--- src/rtl/ctrl_pipe.sv ---
// Control-side pipeline of the 5-stage core: ID/EX, EX/MEM, MEM/WB control registers, hazard stall and branch flush.
// Define CTRL_PIPE_FORWARD_EN when operand forwarding exists downstream (stall only on load-use).
module ctrl_pipe #(
  parameter int REG_AW = 5,
  parameter int CTRL_W = 10
) (
  input  logic              clk,
  input  logic              reset,
  input  logic              id_valid,
  input  logic [CTRL_W-1:0] id_ctrl,
  input  logic              id_bne,
  input  logic [REG_AW-1:0] id_rs,
  input  logic [REG_AW-1:0] id_rt,
  input  logic [REG_AW-1:0] id_rd,
  input  logic              ex_zero,
  output logic              ex_RegDest,
  output logic              ex_ALUSrc,
  output logic [2:0]        ex_ALUOp,
  output logic              mem_MemRead,
  output logic              mem_MemWrite,
  output logic              wb_RegWrite,
  output logic              wb_MemtoReg,
  output logic [REG_AW-1:0] wb_dst,
  output logic              stall,
  output logic              flush,
  output logic              pc_src
);

  localparam int B_REGDEST  = 0;
  localparam int B_BRANCH   = 1;
  localparam int B_MEMREAD  = 2;
  localparam int B_MEMTOREG = 3;
  localparam int B_MEMWRITE = 4;
  localparam int B_ALUSRC   = 5;
  localparam int B_REGWRITE = 6;

  logic [CTRL_W-1:0] ex_ctrl_reg;
  logic [REG_AW-1:0] ex_dst_reg;
  logic              ex_bne_reg;

  logic              mem_regwrite_reg;
  logic              mem_memtoreg_reg;
  logic              mem_memread_reg;
  logic              mem_memwrite_reg;
  logic              mem_branch_reg;
  logic              mem_bne_reg;
  logic              mem_zero_reg;
  logic [REG_AW-1:0] mem_dst_reg;

  logic              wb_regwrite_reg;
  logic              wb_memtoreg_reg;
  logic [REG_AW-1:0] wb_dst_reg;

  logic              rt_used;
  logic              hazard;
  logic              id_take;
  logic [1:0]        stage_match;
  logic [1:0]        stage_wr;
  logic [REG_AW-1:0] stage_dst [2];

  assign pc_src = mem_branch_reg & (mem_zero_reg ^ mem_bne_reg);
  assign flush  = pc_src;

  // Immediate-ALU instructions ignore rt unless they store it.
  assign rt_used = ~id_ctrl[B_ALUSRC] | id_ctrl[B_MEMWRITE];

  assign stage_wr     = {mem_regwrite_reg, ex_ctrl_reg[B_REGWRITE]};
  assign stage_dst[0] = ex_dst_reg;
  assign stage_dst[1] = mem_dst_reg;

  genvar gi;
  generate
    for (gi = 0; gi < 2; gi++) begin : g_match
      assign stage_match[gi] = stage_wr[gi] && (stage_dst[gi] != '0) &&
                               ((stage_dst[gi] == id_rs) || (rt_used && (stage_dst[gi] == id_rt)));
    end
  endgenerate

`ifdef CTRL_PIPE_FORWARD_EN
  assign hazard = stage_match[0] & ex_ctrl_reg[B_MEMREAD];
`else
  // WB needs no stall: the register file writes before it is read in the same cycle.
  assign hazard = stage_match[0] | stage_match[1];
`endif

  assign stall   = id_valid & hazard & ~pc_src;
  assign id_take = id_valid & ~stall & ~pc_src;

  always_ff @(posedge clk) begin
    if (reset) begin
      ex_ctrl_reg      <= '0;
      ex_dst_reg       <= '0;
      ex_bne_reg       <= 1'b0;
      mem_regwrite_reg <= 1'b0;
      mem_memtoreg_reg <= 1'b0;
      mem_memread_reg  <= 1'b0;
      mem_memwrite_reg <= 1'b0;
      mem_branch_reg   <= 1'b0;
      mem_bne_reg      <= 1'b0;
      mem_zero_reg     <= 1'b0;
      mem_dst_reg      <= '0;
      wb_regwrite_reg  <= 1'b0;
      wb_memtoreg_reg  <= 1'b0;
      wb_dst_reg       <= '0;
    end else begin
      if (id_take) begin
        ex_ctrl_reg <= id_ctrl;
        ex_bne_reg  <= id_bne;
        ex_dst_reg  <= id_ctrl[B_REGDEST] ? id_rd : id_rt;
      end else begin
        ex_ctrl_reg <= '0;
        ex_bne_reg  <= 1'b0;
        ex_dst_reg  <= '0;
      end

      if (pc_src) begin
        mem_regwrite_reg <= 1'b0;
        mem_memtoreg_reg <= 1'b0;
        mem_memread_reg  <= 1'b0;
        mem_memwrite_reg <= 1'b0;
        mem_branch_reg   <= 1'b0;
        mem_bne_reg      <= 1'b0;
        mem_zero_reg     <= 1'b0;
        mem_dst_reg      <= '0;
      end else begin
        mem_regwrite_reg <= ex_ctrl_reg[B_REGWRITE];
        mem_memtoreg_reg <= ex_ctrl_reg[B_MEMTOREG];
        mem_memread_reg  <= ex_ctrl_reg[B_MEMREAD];
        mem_memwrite_reg <= ex_ctrl_reg[B_MEMWRITE];
        mem_branch_reg   <= ex_ctrl_reg[B_BRANCH];
        mem_bne_reg      <= ex_bne_reg;
        mem_zero_reg     <= ex_zero;
        mem_dst_reg      <= ex_dst_reg;
      end

      wb_regwrite_reg <= mem_regwrite_reg;
      wb_memtoreg_reg <= mem_memtoreg_reg;
      wb_dst_reg      <= mem_dst_reg;
    end
  end

  assign ex_RegDest   = ex_ctrl_reg[B_REGDEST];
  assign ex_ALUSrc    = ex_ctrl_reg[B_ALUSRC];
  assign ex_ALUOp     = ex_ctrl_reg[CTRL_W-1:CTRL_W-3];
  assign mem_MemRead  = mem_memread_reg;
  assign mem_MemWrite = mem_memwrite_reg;
  assign wb_RegWrite  = wb_regwrite_reg;
  assign wb_MemtoReg  = wb_memtoreg_reg;
  assign wb_dst       = wb_dst_reg;

endmodule

--- config.mk ---
export PLATFORM = sky130hd
export DESIGN_NAME = ctrl_pipe
export DESIGN_NICKNAME = d
export VERILOG_FILES = /design/src/rtl/ctrl_pipe.sv
export SDC_FILE = /design/constraint.sdc
export NUM_CORES = 1
export LEC_CHECK = 0
export CORE_MARGIN = 2
export CORE_UTILIZATION = 35
export DETAILED_ROUTE_END_ITERATION = 8
export PLACE_DENSITY = 0.61
export SLEW_MARGIN = 20
export SYNTH_ARGS = -nofsm -noshare
export SYNTH_HDL_FRONTEND = slang
export SYNTH_SLANG_ARGS = --single-unit
--- constraint.sdc ---
create_clock -name clk -period 2 [get_ports clk]
set_clock_uncertainty 0.05 [all_clocks]
set_input_delay 0.4 -clock clk [delete_from_list [all_inputs] [get_ports clk]]
set_output_delay 0.4 -clock clk [all_outputs]
set_load 0.005 [all_outputs]
## Word-level counts from Yosys, hierarchy flattened

Cells that the tools add are included.

- Equality and inequality tests: 4
- Multiplexer cells: 1
- Reductions and logical operators: 12
- Bitwise operators: 12

Operators with widths:

| cell | count |
|---|---|
| == test 5 bit | 4 |
| nonzero test 5 bit | 2 |
| logical AND 1 bit | 6 |
| bitwise AND 1 bit | 5 |
| 2-to-1 mux 5 bit | 1 |
| NOT 1 bit | 4 |
| OR reduction 2 bit | 2 |
| logical OR 1 bit | 2 |
| bitwise OR 1 bit | 2 |
| bitwise XOR 1 bit | 1 |

- Logic and storage cells: 43
- Register bits: 35
- Output and inout bits: 17
- Input bits: 30

## Depth between registers and ports, before layout

Gate-level depths: netlist (run 1).

- Depth after elaboration: 13
- Gate-level depth with buffers: 6

## Worst setup path before layout (run 1)

OpenSTA, ideal clock, no wires.

- Path type: input-to-output
- Start point: input port id_rt[2]
- End point: output port stall
- Data arrival time: 1.426 ns
- Cell stages on the path: 5
- Path slack: 0.124 ns
- Path buffers: 0
- Path through: xor2_1 nor4_2 a32oi_1 o22ai_2 and3b_1

- Cells in the longest elaborated chain, start to end: 7
- Elaborated cells between the ends (all ways): 11

Ends and longest elaborated chain:

| what | line | RTL |
|---|---|---|
| start, declared | 13 | `input logic [REG_AW-1:0] id_rt,` |
| == test 5 bit | 75 | `((stage_dst[gi] == id_rs) \|\| (rt_used && (stage_dst[gi] == id_rt)));` |
| logical AND 1 bit | 75 |  |
| logical OR 1 bit | 75 |  |
| logical AND 1 bit | 74 | `assign stage_match[gi] = stage_wr[gi] && (stage_dst[gi] != '0) &&` |
| bitwise OR 1 bit * | 83 | `assign hazard = stage_match[0] \| stage_match[1];` |
| bitwise AND 1 bit * (2 in a row) | 86 | `assign stall = id_valid & hazard & ~pc_src;` |
| end, declared | 24 | `output logic stall,` |

Mark *: on every way between the ends. The rest lies on a longest branch, timed or not.

## Worst setup path after layout (run 1)

- Start point: register mem_dst_reg[2]
- End point: output port stall

- Cells in the longest elaborated chain, start to end: 7
- Elaborated cells between the ends (all ways): 10

Ends and longest elaborated chain:

| what | line | RTL |
|---|---|---|
| start, declared | 48 | `logic [REG_AW-1:0] mem_dst_reg;` |
| start signal, assigned | 133 | `mem_dst_reg <= ex_dst_reg;` |
| == test 5 bit | 75 |  |
| logical AND 1 bit | 75 |  |
| logical OR 1 bit | 75 |  |
| logical AND 1 bit * | 74 |  |
| bitwise OR 1 bit * | 83 |  |
| bitwise AND 1 bit * (2 in a row) | 86 |  |

Marked as above.

==> results.md, run 1 <==
* Slew Viols, Final at 0
* Count of cell types in the netlist at 23
* Initial antenna violation count at 0
* Power per standard cell area at 734.6 nW/µm²
* Largest delay share family, worst path: simple AND/OR/NAND/NOR gates
* I/O Pins at 47
* Most frequent cells in the layout: clkdlybuf4s50_1, dfxtp_1, buf_4
* Final ANT Viol Nets at 0
* Peak VDD IR at 0.0004111 V
* DP Wirelength at about 2400 µm
* Comb power frac at about an eighth
* Outcome: finished, violations left
* Routed WL at 2993 µm
* Largest net degree at the start of global routing at 17
* Vias at between 1000 and 1500
* First-pass GRT wire length at between 4000 and 5000 µm
* Post-CTS Hold Buffers at 0
* Total global routing overflow at 0
* Crit. End Element: primary output
* Cells after Synth at ~130
* Worst Max-Slew Pin Slew at about 0.47 ns
* Post-synth top area share at 50.63%
* Clock-pin slew on the worst setup and hold paths at approximately 0.070 ns
* Fill cell total of the finished layout at about 360
* Via density at ~4.4
* Failing checks: negative setup slack
* Worst Hold Class: reg2reg
* GRT Util Overall at roughly 14%
* Fmax at about 0.46 GHz
* Post-synthesis register bit count at 35
* CTS max path bufs at 2
* Endpoints failing setup at 1
* Diode count at 0
* Final Hold Vio Count at 0
* PortBufs at 46
* Footprint of the multi-input gates at 653.1 µm²
* Final period utilization at 107.9%
* Die Span X at 66.88 µm
* Crit-path slowest cell: or4_4
* Largest cells by area after synthesis: dfxtp_1, xor2_1, and2_1
* Psw at roughly 330 µW
* Leak pwr at approximately 0.00094 µW
* Proportion of layout cells with a drive suffix above 1 at around a quarter
* Synth Area per Inst at about 10 µm²
* Dpl ws at -0.7799 ns
* Vias in the first global route at about 1100
* CTS H-tree lvls at 2
* Die Span Y at about 67 µm
* # DRC at 0
* Sw Ratio at a little over a fifth
* Max-Slew Margin vs Limit at just under 70%
* CP Data Arrival Time at roughly 1.7 ns
* Final WS setup at -0.1570 ns
* Yosys top cell by area: dfxtp_1
* Most common cell after layout, fill and taps aside: clkdlybuf4s50_1
* Type of the worst setup path: reg2out
* Crit Path Max Fanout at 3
* Cell area after synthesis at around 1400 µm²
* Num rows at 22
* Critical Path Max Stage Delay at between 0.5 and 0.6 ns
* CTS tree: built
* Worst Path Required at between 1.5 and 2 ns
* Layout area overhead at 54.07%
* Part of the power in registers at around 47%
* MaxCap Viol Count at 0
* Syn Nets at 164
* Inserted Clock Buffers at 5
* RSZ-0062 raised after global routing: yes
* WP buf/inv at 1
* DR iter-0 viols at 18
* Setup TNS at -0.1570 ns
* Wire per inst at between 10 and 15 µm
* Clock power share at 40.9%
* Root buf cell: clkbuf_8
* CP Cell Sequence: or4_4 -> o21ai_2 -> o22ai_2 -> and3b_1 -> buf_2
* Full die area at 4473 µm²
* Final Net Count at roughly 230
* Register area at a little over 700 µm²
* Post-layout min period at approximately 2.2 ns
* Total core area at about 3700 µm²
* Synth warn at 0
* Crit path launch type: flip-flop
* Routability Congestion at between 0.8 and 0.9
* Clk_lat worst skew at 0.28 ns
* Max reg flops at 10
* Drt pass-1 iters at 4
* Sequential-to-total area share from yosys stat at 50.63%
* CTS Sinks at 35
* Initial Util at a little under two fifths
* Internal power at about 1200 µW
-- Yosys cell counts, drive strengths merged --
master and instances:
nand2 1, o22ai 1, nor2b 7, nand3 11, xor2 19, dfxtp 35
and2 13, mux2i 5, nor2 14, nand2b 1, xnor2 2, clkbuf 3
or4 2, buf 6, nor4 2, nor3 7, o21ai 2, and3b 1
a32oi 2
-- cell type report --
class                   count  share of cell area, %
flip-flops and latches     35                  33.22
multi-input cells          90                  30.63
clock inverters             2                  1.643
well taps                  48                  2.817
clock buffers               6                  3.873
repair buffers             65                  27.82
-- logic make-up (layout without fill, tap and decap cells) --
| logic type | count (synthesis) | in the layout | synth area share (%) |
|---|---|---|---|
| AND/OR/NAND/NOR | 59 | 59 | 24.95 |
| flip-flops | 35 | 35 | 50.63 |
| XOR/XNOR | 21 | 21 | 13.29 |
| buffers and inverters | 9 | 73 | 4.068 |
| AO/OA/AOI/OAI | 5 | 5 | 3.436 |
| multiplexers | 5 | 5 | 3.617 |
-- final timing paths --
kind	startpoint	endpoint	slack, ns	cells after the start
worst max register to register	mem_dst_reg[2]	ex_dst_reg[2]	0.33	5
worst min register to register	ex_ctrl_reg[4]	mem_MemWrite	0.38	1
worst max-delay path	mem_dst_reg[2]	stall	-0.16	5
worst min-delay path	ex_ctrl_reg[4]	mem_MemWrite	0.38	1
-- metal layers --
| metal | up-vias | part of all wire [%] | GRT usage [%] |
|---|---|---|---|
| li1 | 561 | - | - |
| met1 | 495 | 44 | 16.36 |
| met2 | 27 | 51 | 24.75 |
| met3 | 4 | 4.1 | 4.561 |
| met4 | 0 | 1.5 | 6.122 |
| met5 | - | 0 | 0 |
-- power by group through the flow --
stage          combinational (µW)  sequential (µW)  clock [µW]
6_report                      194              732         640
5_1_grt                       210              734         695
4_1_cts                       194              732         658
3_5_place_dp                  194              750           0
3_3_place_gp                  192              750           0
2_1_floorplan                77.7              749           0
-- stage by stage --
stage	hold slack [ns]	instances	total power, µW	cell area, µm²	util [%]
after detailed placement	0.3651	235	944.6	1968	52.57
after floorplan	0.3557	134	826.8	1384	-
final	0.3796	246	1566	2132	56.95
after CTS	0.3814	245	1585	2103	56.18
after global placement	0.3577	235	941.5	1968	52.57
after global routing	0.3948	246	1639	2132	56.95
-- timing repair --
| item | in CTS | in global routing |
|---|---|---|
| resized for setup | 20 | 8 |
| buffers inserted | 2 | 1 |
| setup endpoints to repair | 3 | 3 |
| pin swaps | 8 | 4 |
No activity file was read; power rests on OpenSTA's default activity.
==> run 2: changes to the inputs <==
--- a/config.mk
+++ b/config.mk
@@ -7,7 +7,9 @@
 export LEC_CHECK = 0
 export CORE_MARGIN = 2
 export CORE_UTILIZATION = 35
+export CTS_CLUSTER_SIZE = 14
 export DETAILED_ROUTE_END_ITERATION = 8
+export GPL_TIMING_DRIVEN = 0
 export PLACE_DENSITY = 0.61
 export SLEW_MARGIN = 20
 export SYNTH_ARGS = -nofsm -noshare
==> run 2 against run 1 <==
The flow still finishes with violations (negative setup slack). Register-to-register slack worse by 0.12 ns. Setup slack worse by 0.063 ns. Flip-flop and latch count did not move. Clock-buffer cell count did not move. Sequential share of layout area is 0.83 points higher. Cell count shrank 2.8%. Critical path type is now in2out. Largest power group unchanged.
==> results.md, run 2 (same netlist as run 1, synthesis figures left out) <==
* Initial Util at 36.97% (unchanged)
* Total core area at 3744 µm² (unchanged)
* Final ANT Viol Nets at 0 (unchanged)
* PortBufs at 45 (-2.2%)
* Diode count at 0 (unchanged)
* Post-layout min period at 2.220 ns (+0.06301 ns)
* Max-Slew Margin vs Limit at 71.76% (+3.4 points)
* Terminus of the critical flop-to-flop path: ex_ctrl_reg[7]
* Clk_lat worst skew at 0.29 ns (about the same)
* Via density at 4.569 (+3.4%)
* Routed WL at 2954 µm (-1.3%)
* Clock-pin slew on the worst setup and hold paths at 0.07 ns (about the same)
* Final Hold Vio Count at 0 (unchanged)
* Gr busiest metal: met2
* CTS H-tree lvls at 2 (unchanged)
* Full die area at 4473 µm² (unchanged)
* Num rows at 22 (unchanged)
* Critical Path Max Stage Delay at 0.51 ns (about the same)
* Crit. End Element: primary output
* Hold Path Depth at 1 (unchanged)
* CTS Sinks at 35 (unchanged)
* GRT Util Overall at 14.77% (+0.34 points)
* Largest net degree at the start of global routing at 12 (-5)
* Launch point of the worst reg-to-reg path: mem_bne_reg
* Comb power frac at 11.7% (-0.7 points)
* Die Span Y at 66.88 µm (unchanged)
* Internal power at 1231 µW (-0.65%)
* Psw at 330.6 µW (+1.2%)
* Met3 Use GR at 4.054% (-0.51 points)
* Root buf cell: clkbuf_8
* Slew Viols, Final at 0 (unchanged)
* Power per standard cell area at 745.8 nW/µm² (+1.5%)
* Most common cell after layout, fill and taps aside: clkdlybuf4s50_1
* Worst Setup SP: id_rs[3]
* # DRC at 0 (unchanged)
* Peak VDD IR at 0.0003543 V (-14%)
* Leak pwr at 0.0008730 µW (-7.5%)
* MaxCap Viol Count at 0 (unchanged)
* Crit path to: stall
* Post-CTS Hold Buffers at 0 (unchanged)
* Outcome: finished, violations left
* CTS tree: built
* Max reg flops at 10 (unchanged)
* Fmax at 0.4504 GHz (-2.8%)
* Inserted Clock Buffers at 5 (unchanged)
* Initial antenna violation count at 0 (unchanged)
* Vias at 1092 (+0.46%)
* Crit Path Max Fanout at 2 (-1)
* Layout area overhead at 51.36%
* Drt pass-1 iters at 4 (unchanged)
* CTS max path bufs at 2 (unchanged)
* DR iter-0 viols at 21 (+3)
* Clock power share at 41.2% (+0.3 points)
* Crit-path slowest cell: clkdlybuf4s50_1
* Proportion of layout cells with a drive suffix above 1 at 24.61% (-0.65 points)
* RSZ-0062 raised after global routing: yes
* Type of the worst setup path: in2out
* Failing checks: negative setup slack
* Final total power at 1562 µW (-0.26%)
* Final period utilization at 111.0% (+3.2 points)
* R2R Setup Slk at 0.21 ns (-0.12 ns)
* Met1 Use GR at 18.18% (+1.8 points)
* Worst Hold Class: reg2reg
* Worst Path Required at 1.55 ns (about the same)
* GR Util met2 at 24.13% (-0.63 points)
* Sw Ratio at 21.17% (+0.31 points)
* Final WS setup at -0.2200 ns (-0.06301 ns)
* CP Cell Sequence: clkdlybuf4s50_1 -> xor2_1 -> nor2_1 -> a32oi_2 -> o22ai_4 -> and3b_1 -> buf_2
* Worst Max-Slew Pin Slew at 0.4236 ns (-0.04986 ns)
* Endpoints failing setup at 1 (unchanged)
* I/O Pins at 47 (unchanged)
* Vias in the first global route at 1048 (-0.76%)
* Worst r2r path cells at 7 (+2)
* CP Data Arrival Time at 1.77 ns (+0.06 ns)
* DP Wirelength at 2296 µm (-4.5%)
* Part of the power in registers at 47.1% (+0.4 points)
* Die Span X at 66.88 µm (unchanged)
* Routability Congestion at 0.8179 (-2.8%)
* First-pass GRT wire length at 4802 µm (+3.9%)
* Crit path launch type: input port
* Final Net Count at 220 (-3.1%)
* Final Util at 55.95% (-1.0 points)
* Most frequent cells in the layout: clkdlybuf4s50_1, dfxtp_1, xor2_1
* Wire per inst at 12.36 µm (+1.6%)
* Total global routing overflow at 0 (unchanged)
==> run 2: repair_timing <==
item	4_1_cts	5_1_grt
endpoints found under the setup margin	12	2
pin swaps	9	2
hold endpoints to repair	0	0
buffers inserted	2	2
resized for setup	36	1
==> run 2: metal layers <==
metal  vias to the layer above  part of all wire, %  routed length (µm)
li1                        552                    -                   -
met1                       512                   44                1312
met2                        23                   51                1492
met3                         5                  3.7                 108
met4                         0                  1.4                  40
met5                         -                    0                   0
==> run 2: power groups by stage <==
stage | logic, µW | clock network (µW) | registers (µW)
floorplan | 77.7 | 0 | 749
global placement | 173 | 0 | 752
detailed placement | 175 | 0 | 753
CTS | 185 | 657 | 738
global route | 200 | 686 | 739
finish | 183 | 643 | 736
==> run 2: worst min-delay path by stage <==
| stage | startpoint | slack [ns] | end |
|---|---|---|---|
| floorplan | ex_ctrl_reg[2] | 0.36 | mem_MemRead |
| global placement | ex_ctrl_reg[2] | 0.36 | mem_MemRead |
| detailed placement | ex_ctrl_reg[2] | 0.36 | mem_MemRead |
| CTS | ex_ctrl_reg[3] | 0.37 | mem_memtoreg_reg |
| global route | ex_ctrl_reg[2] | 0.39 | mem_MemRead |
| finish | ex_ctrl_reg[3] | 0.37 | mem_memtoreg_reg |
==> run 2: layout make-up <==
type	instances	area, µm²
Multi-Input combinational cell	90	673.1
Sequential cell	35	713.2
Tap cell	48	60.06
Clock buffer	6	82.58
Timing Repair Buffer	49	474.2
Buffer	9	56.30
Clock inverter	2	35.03
Fill cell	349	1649
==> run 2: worst max-delay path, delay by kind of cell <==
family	cells	cell delay [ns]
compound gates	2	0.33
xor+xnor	1	0.16
buf+inv	2	0.64
simple gates	2	0.24
==> run 2: per-stage QoR <==
stage	setup TNS (ns)	hold WS, ns	worst slack (ns)	instance area, µm²	std cells
6_report	-0.2200	0.3719	-0.2200	2095	239
5_1_grt	-0.3243	0.3926	-0.3168	2095	239
4_1_cts	-0.2241	0.3736	-0.2241	2077	237
3_5_place_dp	-6.271	0.3605	-1.114	1894	227
3_3_place_gp	-6.199	0.3599	-1.116	1894	227
2_1_floorplan	0	0.3557	0.1236	1384	134
==> run 3: changes to the inputs <==
==> constraint.sdc (replaced) <==
create_clock -name clk -period 2.71 [get_ports clk]
set_clock_uncertainty 0.05 [all_clocks]
set_input_delay 0.542 -clock clk [delete_from_list [all_inputs] [get_ports clk]]
set_output_delay 0.542 -clock clk [all_outputs]
set_load 0.005 [all_outputs]
==> run 3 against run 2 <==
The run now ends clean. Routed wire length barely moved. Cell area is 2.6% lower. Clock power fell by 26%. Largest power group unchanged. Global-route usage fell by 0.25 points. Clock-buffer cell count stayed put. Total power fell by 26%. Non-clock buffer count shrank 3. Critical path depth stayed put. Utilization fell by 1.4 points. Worst hold slack about the same. Largest cell class unchanged. Sequential power is 26% lower.
==> results.md, run 3 (same netlist as run 1, synthesis figures left out) <==
* Num rows at 22 (unchanged)
* Outcome: completed
* RSZ-0062 raised after global routing: no
* Dpl cell area at 1894 µm² (unchanged)
* Sw Ratio at 21.20% (+0.031 points)
* Psw at 243.6 µW (-26%)
* DR iter-0 viols at 21 (unchanged)
* I/O Pins at 47 (unchanged)
* Most frequent cells in the layout: clkdlybuf4s50_1, dfxtp_1, xor2_1
* Die Span X at 66.88 µm (unchanged)
* CP Data Arrival Time at 1.99 ns (+0.22 ns)
* Final WS setup at 0.1232 ns (+0.3432 ns)
* Worst Path Required at 2.12 ns (+0.57 ns)
* CTS H-tree lvls at 2 (unchanged)
* First-pass GRT wire length at 4726 µm (-1.6%)
* Crit path launch type: input port
* Final design instance area without fill at 2041 µm² (-2.6%)
* Slew Viols, Final at 0 (unchanged)
* MaxCap Viol Count at 0 (unchanged)
* Vias in the first global route at 1034 (-1.3%)
* Internal power at 905.7 µW (-26%)
* Worst Hold Class: reg2reg
* Initial antenna violation count at 0 (unchanged)
* Crit-path slowest cell: clkdlybuf4s50_1
* Via density at 4.534 (-0.77%)
* Peak VDD IR at 0.0002596 V (-27%)
* Total core area at 3744 µm² (unchanged)
* Drt pass-1 iters at 4 (unchanged)
* Part of the power in registers at 47.3% (+0.2 points)
* Dpl ws at -0.6876 ns (+0.4260 ns)
* Post-CTS Hold Buffers at 0 (unchanged)
* GRT Util Overall at 14.52% (-0.25 points)
* GR Util met2 at 23.25% (-0.87 points)
* DP Wirelength at 2296 µm (unchanged)
* Max-Slew Margin vs Limit at 71.36% (-0.41 points)
* # DRC at 0 (unchanged)
* Endpoints failing setup at 0 (-1)
* Leak pwr at 0.0008499 µW (-2.6%)
* Final ANT Viol Nets at 0 (unchanged)
* Routability Congestion at 0.8179 (unchanged)
* Clock power share at 41.3% (about the same)
* Total global routing overflow at 0 (unchanged)
* Met1 Use GR at 18.18% (unchanged)
* Layout area overhead at 47.47%
* Met3 Use GR at 4.054% (unchanged)
* Comb power frac at 11.3% (-0.4 points)
* Initial Util at 36.97% (unchanged)
* Inserted Clock Buffers at 5 (unchanged)
* Root buf cell: clkbuf_8
* CP Cell Sequence: clkdlybuf4s50_1 -> xor2_1 -> nor3_2 -> a32oi_2 -> o22ai_4 -> and3b_1 -> clkbuf_2
* Critical Path Max Stage Delay at 0.46 ns (-0.05 ns)
* Post-layout min period at between 2 and 3 ns
* Diode count at 0 (unchanged)
* Routed WL at 2952 µm (about the same)
* Fmax at approximately 0.39 GHz
* CTS Sinks at 35 (unchanged)
* Final period utilization at 95.45%
* PortBufs at 45 (unchanged)
* Most common cell after layout, fill and taps aside: clkdlybuf4s50_1
* CTS max path bufs at 2 (unchanged)
* Crit Path Max Fanout at 2 (unchanged)
* Worst Max-Slew Pin Slew at 0.4297 ns (+0.006080 ns)
* Wire per inst at 12.51 µm (+1.2%)
* Crit. End Element: primary output
* Final Net Count at 217 (-1.4%)
* Gr busiest metal: met2
* Clock-pin slew on the worst setup and hold paths at 0.07 ns (about the same)
* Proportion of layout cells with a drive suffix above 1 at 17.55% (-7.1 points)
* Final Instance Count excl. Fillers at 236 (-1.3%)
* Die Span Y at 66.88 µm (unchanged)
* Largest net degree at the start of global routing at 12 (unchanged)
* Placed cell count at 227 (unchanged)
* Type of the worst setup path: in2out
* Max reg flops at 10 (unchanged)
* Power per standard cell area at 563.2 nW/µm² (-24%)
* R2R Setup Slk at 0.92 ns (+0.71 ns)
* Full die area at 4473 µm² (unchanged)
* Clk_lat worst skew at 0.29 ns (about the same)
* Final Hold Vio Count at 0 (unchanged)
* CTS tree: built
* Vias at 1070 (-2.0%)
[run 3: routing by layer]
| layer | share of wire, % | vias up |
|---|---|---|
| met5 | 0 | - |
| met4 | 1.1 | 0 |
| met3 | 3.7 | 2 |
| met2 | 49 | 24 |
| met1 | 46 | 498 |
| li1 | - | 546 |
[run 3: worst max-delay path, delay by kind of cell]
kind            cells  cell delay (ns)
xor+xnor            1             0.20
compound gates      2             0.30
simple gates        2             0.38
buf+inv             2             0.58
[run 3: through the flow]
step           hold WS (ns)  power (µW)  utilization, %  setup TNS [ns]
2_1_floorplan        0.3557       610.2               -               0
3_3_place_gp         0.3599       682.8           50.60         -0.6898
3_5_place_dp         0.3605       684.9           50.60         -0.6876
4_1_cts              0.3736        1156           53.91               0
5_1_grt              0.3926        1195           54.51               0
6_report             0.3721        1149           54.51               0
[run 3: power by group through the flow]
stage / logic [µW] / clock network, µW / registers, µW
3_3_place_gp: 128 / 0 / 555
4_1_cts: 128 / 485 / 544
2_1_floorplan: 57.4 / 0 / 553
3_5_place_dp: 129 / 0 / 556
6_report: 130 / 475 / 544
5_1_grt: 143 / 506 / 546
[run 3: path summary, 6_finish.rpt]
path | start | endpoint | cells past startpoint
setup / recovery | id_rs[2] | stall | 7
setup reg to reg | mem_dst_reg[2] | ex_ctrl_reg[5] | 7
hold reg to reg | ex_ctrl_reg[3] | mem_memtoreg_reg | 1
hold / removal | ex_ctrl_reg[3] | mem_memtoreg_reg | 1
[run 3: area by class of cell]
class / instances / area, µm²
fill: 357 / 1703
sequential: 35 / 700.7
multi-input combinational: 90 / 660.6
timing repair buffer: 46 / 445.4
clock buffer: 6 / 82.58
tap: 48 / 60.06
buffer: 9 / 56.30
clock inverter: 2 / 35.03
[run 3: what timing repair did]
item,in CTS,in global routing
setup buffers,1,0
pin swaps,4,4
gates resized for setup,8,6
endpoints found under the setup margin,1,1
==> variant: new RTL, settings of run 2 <==
Set the parameter `REG_AW` to 6 (it was 5).
--- a/src/rtl/ctrl_pipe.sv
+++ b/src/rtl/ctrl_pipe.sv
@@ -3,3 +3,3 @@
 module ctrl_pipe #(
-  parameter int REG_AW = 5,
+  parameter int REG_AW = 6,
   parameter int CTRL_W = 10
Interface: changed (resized id_rd, id_rs, id_rt and wb_dst); port bits go from 47 to 51. The function was not compared with the original's and may differ.
==> variant against run 2 <==
The run still ends with negative setup slack left. Area after synthesis up 10%. Cell area rose by 7.9%. Sequential cell count grew 3. Power fell by 1.5%. Die area rose by 9.5%. Global-route usage is 0.14 points lower. Wire length increased by 18%. Setup slack lost 0.15 ns. Largest cell class unchanged.
==> variant: results (changes against run 2) <==
* Status: complete, but fails checks (unchanged)
* Violated checks: negative setup slack (unchanged)
* Final setup fails at 1 (unchanged)
* Layout Utilization at 55.3% (was 55.9%)
* Total track usage at 14.6% (was 14.8%)
* Placer congestion estimate at 0.810 (was 0.818)
* DR pass1 iterations at 3 (was 4)
* Area post-placement at 2080 um2 (was 1890 um2)
* Initial drt markers at 15 (was 21)
* Max reg flops at 10 (unchanged)
* Synth cell count leaders: 38 x dfxtp_1, 24 x xnor2_1, 17 x and4_1 (was 35 x dfxtp_1, 19 x xor2_1, 13 x and2_1)
* R2r worst-path depth at 6 (was 7)
* Sequential fraction of the synthesis area at 49.9% (was 50.6%)
* Post-synthesis mux area share at 4.43% (was 3.62%)
* Post-Syn Nets at 170 (was 164)
* Hold Path Sink: mem_MemRead (was mem_memtoreg_reg)
* Arrival time worst endpoint at 1.92 ns (was 1.77 ns)
* Peak supply drop at 0.000474 V (was 0.000354 V)
* Via count at 1163 (was 1092)
* Largest net degree at the start of global routing at 13 (was 12)
* Synth warn at 0 (unchanged)
* Port Buffer Count at 49 (was 45)
* Leakage power at 0.904 nW (was 0.873 nW)
* Worst-path fanout max at 2 (unchanged)
* Hold Worst Slack at 0.378 ns (was 0.372 ns)
* Synth area leaders: dfxtp_1 50%, xnor2_1 14%, and4_1 9.8% (was dfxtp_1 51%, xor2_1 12%, and2_1 5.9%)
* Setup ws final at -0.373 ns (was -0.220 ns)
* Vias in the first global route at 1153 (was 1048)
* Worst R2R Start: mem_dst_reg[1] (was mem_bne_reg)
* Layout cell share with drive strength beyond 1 at 18.5% (was 24.6%)
* Synth cell types at 22 (was 23)
* Worst slew pin tran at 0.382 ns (was 0.424 ns)
* Synth Area in Compound Gates at 3.20% (was 3.44%)
* R2r endpoint: ex_dst_reg[4] (was ex_ctrl_reg[7])
* TritonCTS Buffers at 5 (unchanged)
* Setup TNS at -0.373 ns (was -0.220 ns)
* Dpl hpwl at 2.62 mm (was 2.30 mm)
* Setup slack, reg-to-reg at 0.08 ns (was 0.21 ns)
* Adder-Cell Fraction of Synth Area at 0% (unchanged)
* First-pass GRT wire length at 5.58 mm (was 4.80 mm)
* Xor/xnor share of the synthesized area at 14.4% (was 13.3%)
* Final net count at 232 (was 220)
* Initial antenna violation count at 0 (unchanged)
* Fillers at 359 (was 349)
* Total length of routed wires at 3.47 mm (was 2.95 mm)
* HP Start: ex_ctrl_reg[2] (was ex_ctrl_reg[3])
-- variant: changes by cell type in the layout (fill, tap and decap cells not counted), sizes merged, moves of 7 or more --
cell and change:
and4 +17, nand3 -9, nor2 -12, nor3 -7, xnor2 +22, xor2 -18
-- variant: where the power goes --
| part | switching (mW) | total (mW) | internal, mW |
|---|---|---|---|
| logic | 0.0763 | 0.205 | 0.129 |
| registers | 0.0175 | 0.798 | 0.781 |
| clock network | 0.258 | 0.535 | 0.277 |
-- variant: through the flow --
| stage | std cells | power (mW) | worst slack, ns |
|---|---|---|---|
| 2_1_floorplan | 137 | 0.906 | 0.000961 |
| 3_5_place_dp | 236 | 1.02 | -0.993 |
| 5_1_grt | 250 | 1.60 | -0.441 |
| 4_1_cts | 248 | 1.54 | -0.453 |
| 3_3_place_gp | 236 | 1.01 | -1.02 |
| 6_report | 250 | 1.54 | -0.373 |
-- variant: per-layer routing --
layer,track usage (%),share of wire [%],vias up
met5,0,0,-
met4,7.26,1.5,0
met3,3.17,3.7,4
met2,25.3,52,28
met1,16.9,42,536
li1,-,-,595
-- variant: kinds of logic after synthesis --
logic type	count (synthesis)
AOI/OAI and AO/OA	4
xor gates and xnor gates	25
buffers and inverters	10
DFF	38
muxes	6
and+or+nand+nor	54
-- variant: area by class of cell --
class	count	area share (%)
sequential	38	34.1
multi-input combinational	89	32.5
timing repair buffer	55	23.8
clock buffer	6	3.65
tap	50	2.77
buffer	10	2.66
clock inverter	2	0.553
-- variant: worst max-delay path by stage --
| stage | cells past startpoint | slack [ns] | start | end |
|---|---|---|---|---|
| 4_1_cts | 6 | -0.45 | mem_dst_reg[1] | stall |
| 3_5_place_dp | 8 | -0.99 | id_rt[4] | stall |
| 2_1_floorplan | 5 | 0.001 | mem_dst_reg[0] | stall |
| 6_report | 6 | -0.37 | mem_dst_reg[1] | stall |
| 5_1_grt | 8 | -0.44 | id_ctrl[4] | stall |
| 3_3_place_gp | 8 | -1.02 | id_rt[0] | stall |
-- variant: what timing repair did --
item / in CTS / in global routing
cloned: 0 / 0
resized for setup: 17 / 11
setup endpoints to repair: 2 / 11
pin swaps: 6 / 7
buffers inserted: 4 / 3
-- variant: worst max-delay path, cell delays in order, from the launching register on --
cell,delay (ns)
dfxtp_4,0.34
or4_4,0.52
o31a_1,0.28
a32oi_4,0.21
buf_6,0.14
nor3b_2,0.03
buf_2,0.12
